### config.mk
export PLATFORM = sky130hd
export DESIGN_NAME = id_stage_flat
export DESIGN_NICKNAME = d
export VERILOG_FILES = /design/src/rtl/id_stage_if.sv /design/src/rtl/id_stage.sv /design/src/flat_wrapper.sv
export SDC_FILE = /design/constraint.sdc
export NUM_CORES = 2
export LEC_CHECK = 0
export BUFFER_PORTS_ARGS = -buffer_cell sky130_fd_sc_hd__buf_2
export CAP_MARGIN = 20
export CORE_ASPECT_RATIO = 1.5
export CORE_MARGIN = 1
export CORE_UTILIZATION = 60
export CTS_BUF_LIST = sky130_fd_sc_hd__clkbuf_16
export DETAILED_ROUTE_END_ITERATION = 6
export PLACE_DENSITY = 0.84
export SLEW_MARGIN = 5
export SYNTH_ARGS = -nofsm -noshare
export SYNTH_HDL_FRONTEND = slang
export SYNTH_SLANG_ARGS = --single-unit
### constraint.sdc
create_clock -name clk -period 42.1 [get_ports clk]
set_input_delay 4.21 -clock clk [delete_from_list [all_inputs] [get_ports clk]]
set_output_delay 4.21 -clock clk [all_outputs]
set_load 0.02 [all_outputs]
### src/rtl/id_stage_if.sv
// Signal bundle between the fetch side, the write-back/EX feedback and the decode stage.
// master drives the fetch, write-back and hazard inputs; slave is the decode stage itself.
interface id_stage_if;
  logic [31:0] pc_if;
  logic [31:0] instruction_if;
  logic        flush;
  logic        wb_we;
  logic [4:0]  wb_rd;
  logic [31:0] wb_data;
  logic        ex_mem_read;
  logic [4:0]  ex_rd;

  logic [31:0] pc_id;
  logic [31:0] instruction_id;
  logic        valid_id;
  logic [4:0]  rs1;
  logic [4:0]  rs2;
  logic [4:0]  rd;
  logic [31:0] rs1_data;
  logic [31:0] rs2_data;
  logic [31:0] imm_id;
  logic        stall_id;

  modport master (
    output pc_if, instruction_if, flush, wb_we, wb_rd, wb_data, ex_mem_read, ex_rd,
    input  pc_id, instruction_id, valid_id, rs1, rs2, rd, rs1_data, rs2_data, imm_id, stall_id
  );

  modport slave (
    input  pc_if, instruction_if, flush, wb_we, wb_rd, wb_data, ex_mem_read, ex_rd,
    output pc_id, instruction_id, valid_id, rs1, rs2, rd, rs1_data, rs2_data, imm_id, stall_id
  );
endinterface

### src/rtl/id_stage.sv
// RV32I decode stage: IF/ID register with flush/stall, 32x32 register file with
// write-first bypass, immediate generation and load-use hazard detection.
module id_stage #(
  parameter logic [31:0] NOP_INSTR = 32'h0000_0013,
  parameter logic [31:0] RESET_PC  = 32'h0000_0000
) (
  input logic      clk,
  input logic      reset,
  id_stage_if.slave bus
);

  localparam logic [6:0] OP_IMM    = 7'b0010011;
  localparam logic [6:0] OP_LOAD   = 7'b0000011;
  localparam logic [6:0] OP_JALR   = 7'b1100111;
  localparam logic [6:0] OP_SYSTEM = 7'b1110011;
  localparam logic [6:0] OP_STORE  = 7'b0100011;
  localparam logic [6:0] OP_BRANCH = 7'b1100011;
  localparam logic [6:0] OP_LUI    = 7'b0110111;
  localparam logic [6:0] OP_AUIPC  = 7'b0010111;
  localparam logic [6:0] OP_JAL    = 7'b1101111;
  localparam logic [6:0] OP_REG    = 7'b0110011;

  logic [31:0] r_pc;
  logic [31:0] r_instr;
  logic        r_valid;
  logic [31:0] r_regs [32];

  logic [6:0]  w_opcode;
  logic [4:0]  w_rs1;
  logic [4:0]  w_rs2;
  logic [4:0]  w_rd;
  logic [31:0] w_imm;
  logic [31:0] w_rs1_data;
  logic [31:0] w_rs2_data;
  logic        w_uses_rs1;
  logic        w_uses_rs2;
  logic        w_stall;
  logic        w_wb_live;

  assign w_opcode  = r_instr[6:0];
  assign w_rs1     = r_instr[19:15];
  assign w_rs2     = r_instr[24:20];
  assign w_rd      = r_instr[11:7];
  assign w_wb_live = bus.wb_we && (bus.wb_rd != 5'd0);

  // IF/ID pipeline register: flush beats stall, stall freezes, otherwise advance.
  always_ff @(posedge clk or posedge reset) begin
    if (reset) begin
      r_pc    <= RESET_PC;
      r_instr <= NOP_INSTR;
      r_valid <= 1'b0;
    end else if (bus.flush) begin
      r_pc    <= bus.pc_if;
      r_instr <= NOP_INSTR;
      r_valid <= 1'b0;
    end else if (!w_stall) begin
      r_pc    <= bus.pc_if;
      r_instr <= bus.instruction_if;
      r_valid <= 1'b1;
    end
  end

  // Register file write port; x0 is never written so it stays at its reset value.
  always_ff @(posedge clk or posedge reset) begin
    if (reset) begin
      for (int i = 0; i < 32; i++) begin
        r_regs[i] <= '0;
      end
    end else if (w_wb_live) begin
      r_regs[bus.wb_rd] <= bus.wb_data;
    end
  end

  // Combinational read ports with write-first bypass of the value being written back.
  always_comb begin
    w_rs1_data = '0;
    w_rs2_data = '0;
    if (w_rs1 != 5'd0) begin
      w_rs1_data = (w_wb_live && bus.wb_rd == w_rs1) ? bus.wb_data : r_regs[w_rs1];
    end
    if (w_rs2 != 5'd0) begin
      w_rs2_data = (w_wb_live && bus.wb_rd == w_rs2) ? bus.wb_data : r_regs[w_rs2];
    end
  end

  // Immediate generator, selected by opcode; R-type and unknown opcodes give zero.
  always_comb begin
    w_imm = '0;
    case (w_opcode)
      OP_IMM, OP_LOAD, OP_JALR, OP_SYSTEM:
        w_imm = {{20{r_instr[31]}}, r_instr[31:20]};
      OP_STORE:
        w_imm = {{20{r_instr[31]}}, r_instr[31:25], r_instr[11:7]};
      OP_BRANCH:
        w_imm = {{19{r_instr[31]}}, r_instr[31], r_instr[7], r_instr[30:25], r_instr[11:8], 1'b0};
      OP_LUI, OP_AUIPC:
        w_imm = {r_instr[31:12], 12'b0};
      OP_JAL:
        w_imm = {{11{r_instr[31]}}, r_instr[31], r_instr[19:12], r_instr[20], r_instr[30:21], 1'b0};
      default:
        w_imm = '0;
    endcase
  end

  // Load-use hazard: a load in EX whose destination feeds a source read here.
  always_comb begin
    w_uses_rs1 = 1'b1;
    w_uses_rs2 = 1'b0;
    case (w_opcode)
      OP_LUI, OP_AUIPC, OP_JAL:     w_uses_rs1 = 1'b0;
      default:                      w_uses_rs1 = 1'b1;
    endcase
    case (w_opcode)
      OP_REG, OP_STORE, OP_BRANCH:  w_uses_rs2 = 1'b1;
      default:                      w_uses_rs2 = 1'b0;
    endcase
    w_stall = r_valid && bus.ex_mem_read && (bus.ex_rd != 5'd0) &&
              ((w_uses_rs1 && (w_rs1 == bus.ex_rd)) || (w_uses_rs2 && (w_rs2 == bus.ex_rd)));
  end

  assign bus.pc_id          = r_pc;
  assign bus.instruction_id = r_instr;
  assign bus.valid_id       = r_valid;
  assign bus.rs1            = w_rs1;
  assign bus.rs2            = w_rs2;
  assign bus.rd             = w_rd;
  assign bus.rs1_data       = w_rs1_data;
  assign bus.rs2_data       = w_rs2_data;
  assign bus.imm_id         = w_imm;
  assign bus.stall_id       = w_stall;

endmodule

### src/flat_wrapper.sv
// flat-port wrapper written by rule: the top's interface ports become plain ports
module id_stage_flat 
#(
  parameter logic [31:0] NOP_INSTR = 32'h0000_0013,
  parameter logic [31:0] RESET_PC  = 32'h0000_0000
)
  (clk, reset, bus_pc_if, bus_instruction_if, bus_flush, bus_wb_we, bus_wb_rd, bus_wb_data, bus_ex_mem_read, bus_ex_rd, bus_pc_id, bus_instruction_id, bus_valid_id, bus_rs1, bus_rs2, bus_rd, bus_rs1_data, bus_rs2_data, bus_imm_id, bus_stall_id);
  id_stage_if bus_i ();
  input logic clk;
  input logic reset;
  input wire logic [$bits(bus_i.pc_if)-1:0] bus_pc_if;
  input wire logic [$bits(bus_i.instruction_if)-1:0] bus_instruction_if;
  input wire logic [$bits(bus_i.flush)-1:0] bus_flush;
  input wire logic [$bits(bus_i.wb_we)-1:0] bus_wb_we;
  input wire logic [$bits(bus_i.wb_rd)-1:0] bus_wb_rd;
  input wire logic [$bits(bus_i.wb_data)-1:0] bus_wb_data;
  input wire logic [$bits(bus_i.ex_mem_read)-1:0] bus_ex_mem_read;
  input wire logic [$bits(bus_i.ex_rd)-1:0] bus_ex_rd;
  output wire logic [$bits(bus_i.pc_id)-1:0] bus_pc_id;
  output wire logic [$bits(bus_i.instruction_id)-1:0] bus_instruction_id;
  output wire logic [$bits(bus_i.valid_id)-1:0] bus_valid_id;
  output wire logic [$bits(bus_i.rs1)-1:0] bus_rs1;
  output wire logic [$bits(bus_i.rs2)-1:0] bus_rs2;
  output wire logic [$bits(bus_i.rd)-1:0] bus_rd;
  output wire logic [$bits(bus_i.rs1_data)-1:0] bus_rs1_data;
  output wire logic [$bits(bus_i.rs2_data)-1:0] bus_rs2_data;
  output wire logic [$bits(bus_i.imm_id)-1:0] bus_imm_id;
  output wire logic [$bits(bus_i.stall_id)-1:0] bus_stall_id;
  assign bus_i.pc_if = bus_pc_if;
  assign bus_i.instruction_if = bus_instruction_if;
  assign bus_i.flush = bus_flush;
  assign bus_i.wb_we = bus_wb_we;
  assign bus_i.wb_rd = bus_wb_rd;
  assign bus_i.wb_data = bus_wb_data;
  assign bus_i.ex_mem_read = bus_ex_mem_read;
  assign bus_i.ex_rd = bus_ex_rd;
  assign bus_pc_id = bus_i.pc_id;
  assign bus_instruction_id = bus_i.instruction_id;
  assign bus_valid_id = bus_i.valid_id;
  assign bus_rs1 = bus_i.rs1;
  assign bus_rs2 = bus_i.rs2;
  assign bus_rd = bus_i.rd;
  assign bus_rs1_data = bus_i.rs1_data;
  assign bus_rs2_data = bus_i.rs2_data;
  assign bus_imm_id = bus_i.imm_id;
  assign bus_stall_id = bus_i.stall_id;
  id_stage #(.NOP_INSTR(NOP_INSTR), .RESET_PC(RESET_PC)) u_core (.clk(clk), .reset(reset), .bus(bus_i));
endmodule
; ---- Word-level counts from Yosys, hierarchy flattened
; Cells that the tools add are included.
[word_totals]
ff_bits = 1089
output_inout_bits = 177
[op_classes]
n_reduce_logical = 18
n_lt_le_gt_ge = 4
eq_ne = 15
bitwise_logic = 3
n_mux = 22
[op_table]
columns = cell, count
row1 = $bwmux W1024, 1
row2 = $mux W32, 13
row3 = $bmux W32 S5, 2
row4 = $demux W32 S5, 1
row5 = $pmux W32 S5, 1
row6 = $eq A7 B7 Y1 const B, 4
row7 = $eq A7 B6 Y1 const B, 3
row8 = $eq A5 B5 Y1, 4
row9 = $reduce_bool A5 Y1, 4
row10 = $ge A6 B6 Y1 const B, 3
row11 = $not A5 Y6, 3
row12 = $eq A7 B5 Y1 const B, 2
row13 = $logic_and A1 B1 Y1, 9
row14 = $eq A7 B2 Y1 const B, 1
row15 = $lt A6 B1 Y1 const B, 1
row16 = $reduce_or A3 Y1, 2
row17 = $mux W1, 4
row18 = $reduce_or A4 Y1, 1
row19 = $ne A2 B2 Y1 const B, 1
row20 = $reduce_or A2 Y1, 1
row21 = $logic_or A1 B1 Y1, 1

; ---- Logic depth before layout (Yosys ltp)
[depth]
depth_word = 8
ltp_mapped = 11
depth_no_buf = 6

; ---- Worst setup path before layout
; Ideal clock, no wire load.
[synth_path]
kind = in2out
startpoint = input bus_wb_rd[0]
endpoint = output bus_rs2_data[23]
path_slack_ns = 32.051
n_path_buf = 2
stages = 7
t_required_ns = 37.890
t_arrival_ns = 5.839
path_cell_list = buf_2 -> nor2_1 -> a21boi_0 -> and4_1 -> clkbuf_1 -> nor3_1 -> nor3_1
[synth_via]
elab_chain_len = 5
elab_cells_between_ends = 6
[synth_lines]
columns = item, line
row1 = from (decl), flat_wrapper.sv:15  ; input wire logic [$bits(bus_i.wb_rd)-1:0] bus_wb_rd;
row2 = $reduce_bool A5 Y1, id_stage.sv:44  ; assign w_wb_live = bus.wb_we && (bus.wb_rd != 5'd0);
row3 = $logic_and A1 B1 Y1, id_stage.sv:44
row4 = $logic_and A1 B1 Y1 (*), id_stage.sv:82  ; w_rs2_data = (w_wb_live && bus.wb_rd == w_rs2) ? bus.wb_data : r_regs[w_rs2];
row5 = $mux W32 (*), id_stage.sv:82
row6 = $mux W32 (*), id_stage.sv:81  ; if (w_rs2 != 5'd0) begin
row7 = to (decl), flat_wrapper.sv:26  ; output wire logic [$bits(bus_i.rs2_data)-1:0] bus_rs2_data;
; Mark *: on every way between the ends. The rest lies on a longest branch, timed or not.

; ---- Worst setup path in the final report
[layout_path]
startpoint = input bus_wb_rd[4]
endpoint = output bus_rs2_data[17]
; The elaborated chain is that of the path after synthesis.

==> results.md <==
* Post-cts resize count at 0
* Post-Syn Instances at 4,401
* Wl on met1 at approximately 64,000 microns
* Met3 wire len at around 24,000 microns
* Sink Count at roughly 1,100
* RD Place Congestion at 0.883
* Max Buffers Root-to-Sink at 3
* Clk_lat worst skew at just over 0.7 ns
* Drt via density at 7.46
* DRC at 1
* Most used DFF post-synth: dfrtp_1
* Crit path max-delay cell type: nand2_1
* Hold bufs inserted after CTS at 0
* Layout Nets at ~4,500
* Synth warn at 0
* CTS H-tree depth at 3
* Critical path buffers and inverters at 3
* Area of the multi-input gates at approximately 29,000 sq um
* Pwr per Cell Area at approximately 46 nW/um^2
* Pleak at between 20 and 30 nW
* Clock share of power at 0.313
* Max Cap Viol at 0
* Die height at just under 400 microns
* Switch share at 0.294
* Levels on crit path at 8
* Failing checks: design-rule violations
* Critical-path cell list: buf_2 > nor3_2 > a21boi_0 > nand4_1 > buf_4 > nand2_1 > o21ai_1 > buf_2
* Class of the worst hold path: register to register
* Synth unique cells at 75
* Unrepaired setup endpoints after global routing: no
* CP most frequent cell: buf_2
* Sequential area share after synthesis at 0.463
* Worst Skew at approximately 0.022 ns
* Initial antenna violation count at 17
* Max-slew headroom at 0.255
* CTS clk-pin slew, worst paths at around 0.06 ns
* Synth-to-layout area growth at 8.22%
* Post-Syn Area at 58,900 sq um
* Number of port buffers at around 290
* Post-Syn Nets at approximately 4,500
* Gr usage total at 0.387
* First DRT Iteration DRCs at 5,953
* Global route overflow at 0
* Status: complete, but fails checks
* Die area at a little under 100,000 sq um
* Share of layout cells above drive strength 1 at 0.418
* Worst Hold Depth at 0
* CTS tree: built
* Max-slew violation count at 0
* CP peak stage delay at ~0.66 ns
* Row cnt at 140
* FFs w/ async S/R, synth at 1.00
* Filler instances at about 6,700
* Int Power at just over 2 mW
* Max FO, Critical Path at 21
* DP HPWL at roughly 110,000 microns
* Syn_area_per_cell at approximately 13 sq um
* Register area at roughly 27,000 sq um
* Pwr Total at a little under 3 mW
* CTS Buf Count at roughly 100
* Final hold violations at 0
* Sum of negative setup slack at 0 ns
* Starting density of the core at 0.606
* Comb power frac at 0.210
* Met2 routed WL at 87,700 microns
* Drt pass-1 iters at 7
* Top Layer Used: met5
* DRT Wirelength at roughly 190,000 microns
* Vias in the first global route at about 43,000
* Setup Fix Bufs, Post-CTS at 0
* Final antenna-violating net count at 0
* Register share of total power at 0.477
* Largest net degree at the start of global routing at approximately 190
* First-pass GRT wire length at roughly 280,000 microns
* Top delay family on crit path: simple AND/OR/NAND/NOR gates
* Clock root buffer: clkbuf_16
* NetSw at roughly 0.86 mW
* Critical Path End Type: output port
* Vias at between 40,000 and 50,000
* Worst r2r path cells at 7
* Max Clk Rate at 85.8 MHz
* Worst slew pin tran at between 1 and 1.5 ns
* Io pins at between 200 and 300
* Startpoint types: input pin
* Crit Path Class: input pin to output port
* Required @ worst endpoint at approximately 38 ns
* Largest vdd supply drop at approximately 0.035 mV
* DIE WIDTH at roughly 260 microns
* Core area at between 90,000 and 100,000 sq um
* Synthesized flop and latch total at ~1,100
* Final min period at roughly 12 ns
* Part of the cycle the worst path needs at 0.277
* Routed len/inst at roughly 33 microns
* Worst endpoint data arrival time at roughly 7.5 ns
* # setup viols final at 0
* Post-synth EDFFs at 0
==> placed cells by master (no fill, tap or decap), types with 8 or more instances in the layout <==
cell type	netlist	routed
bufinv_16	0	8
a21o_1	19	19
a221oi_1	145	145
diode_2	0	10
nor2_4	0	14
clkbuf_16	0	104
and2_1	10	8
dfrtp_1	1086	1076
mux4_2	340	340
o32a_1	8	8
o21ai_0	170	170
nand2_2	9	15
inv_1	23	43
buf_4	54	89
clkinv_1	0	25
mux2i_1	411	411
o31ai_1	23	23
dfrtp_4	0	9
nand3_1	37	37
mux2_1	10	10
clkinv_2	0	11
a32oi_1	8	8
nand2b_1	23	22
xor2_1	9	9
a22oi_1	23	23
xnor2_1	11	11
a221o_1	54	54
buf_2	93	287
a31oi_1	20	20
mux2_2	940	940
nor2_1	114	100
o22ai_1	8	8
nor3_1	53	53
nand2_1	176	170
a21oi_1	71	71
a211o_1	11	11
==> worst paths after layout <==
path	startpoint	end	slack (ns)
min in group asynchronous	reset	u_core.r_regs[735]$_DFFE_PP0P_	3.64
setup / recovery	bus_wb_rd[4]	bus_rs2_data[17]	30.44
max in group asynchronous	reset	u_core.r_regs[272]$_DFFE_PP0P_	34.69
hold / removal	u_core.r_regs[1016]$_DFFE_PP0P_	u_core.r_regs[1016]$_DFFE_PP0P_	0.40
hold reg to reg	u_core.r_regs[1016]$_DFFE_PP0P_	u_core.r_regs[1016]$_DFFE_PP0P_	0.40
setup reg to reg	u_core.bus.instruction_id[19]$_DFFE_PP0P_	u_core.bus.pc_id[6]$_DFFE_PP0P_	38.05
==> state kept, by name, indices dropped and copies added (netlist names) <==
register / flops
u_core.r_regs: 1024
u_core.bus.instruction_id: 32
u_core.bus.pc_id: 32
u_core.bus.valid_id: 1
==> per-stage QoR <==
| stage | hold slack [ns] | cells | util | setup WS (ns) | cell area, sq um |
|---|---|---|---|---|---|
| 2_1_floorplan | 0.441 | 4401 | - | 7.24 | 58900 |
| 6_report | 0.398 | 5759 | 0.656 | 30.44 | 63800 |
| 3_3_place_gp | 0.377 | 5566 | 0.623 | 30.74 | 60500 |
| 4_1_cts | 0.398 | 5749 | 0.656 | 30.67 | 63700 |
| 3_5_place_dp | 0.385 | 5566 | 0.623 | 30.70 | 60500 |
| 5_1_grt | 0.408 | 5751 | 0.656 | 30.35 | 63700 |
==> layout make-up <==
cell class | count | area share
Tap cell | 1278 | 0.0251
Clock buffer | 104 | 0.0408
Timing Repair Buffer | 382 | 0.0349
Inverter | 25 | 0.00165
Sequential cell | 1089 | 0.428
Antenna cell | 10 | 0.000393
Multi-Input combinational cell | 2792 | 0.460
Clock inverter | 79 | 0.00924
==> power by group through the flow <==
stage          combinational (mW)  clock [mW]  sequential [mW]
2_1_floorplan               0.470           0             1.35
3_3_place_gp                0.580           0             1.38
3_5_place_dp                0.598           0             1.40
4_1_cts                     0.604       0.915             1.38
5_1_grt                     0.647       0.953             1.41
6_report                    0.611       0.911             1.39
==> cell families after synthesis <==
group / synth area share
multiplexers: 0.381
flip-flops: 0.463
AO/OA/AOI/OAI: 0.0737
buffers and inverters: 0.0426
AND/OR/NAND/NOR: 0.0367
XOR/XNOR: 0.00297
==> synth_stat cells, types with 5 or more instances <==
master	n	area, sq um
clkbuf_1	287	1080
a31oi_1	20	125
a221oi_1	145	1270
xor2_1	9	78.8
o31ai_1	23	173
nand2_1	176	661
nand3_1	37	185
and2_1	10	62.6
mux4_2	340	7660
mux2_2	940	10600
mux2i_1	411	4110
a32oi_1	8	70.1
mux2_1	10	113
buf_4	54	405
dfrtp_1	1086	27200
a211oi_1	6	45.0
a22oi_1	23	173
o22ai_1	8	50.1
buf_6	27	304
nor3_1	53	265
o21ai_0	170	851
o21ai_1	7	35.0
o221ai_1	6	52.6
buf_1	31	116
a21o_1	19	143
a221o_1	54	541
o32a_1	8	80.1
nand2_2	9	56.3
buf_2	93	465
nand2b_1	23	144
nor2b_1	5	31.3
a211o_1	11	96.3
xnor2_1	11	96.3
a21oi_1	71	355
inv_1	23	86.3
nor2_1	114	428
==> layer usage <==
metal	vias to the layer above	global-route usage
li1	16700	-
met1	21900	0.463
met5	-	0.00439
met4	24	0.269
met3	978	0.119
met2	3405	0.598
Note: power is estimated with default switching activity, not from simulation.
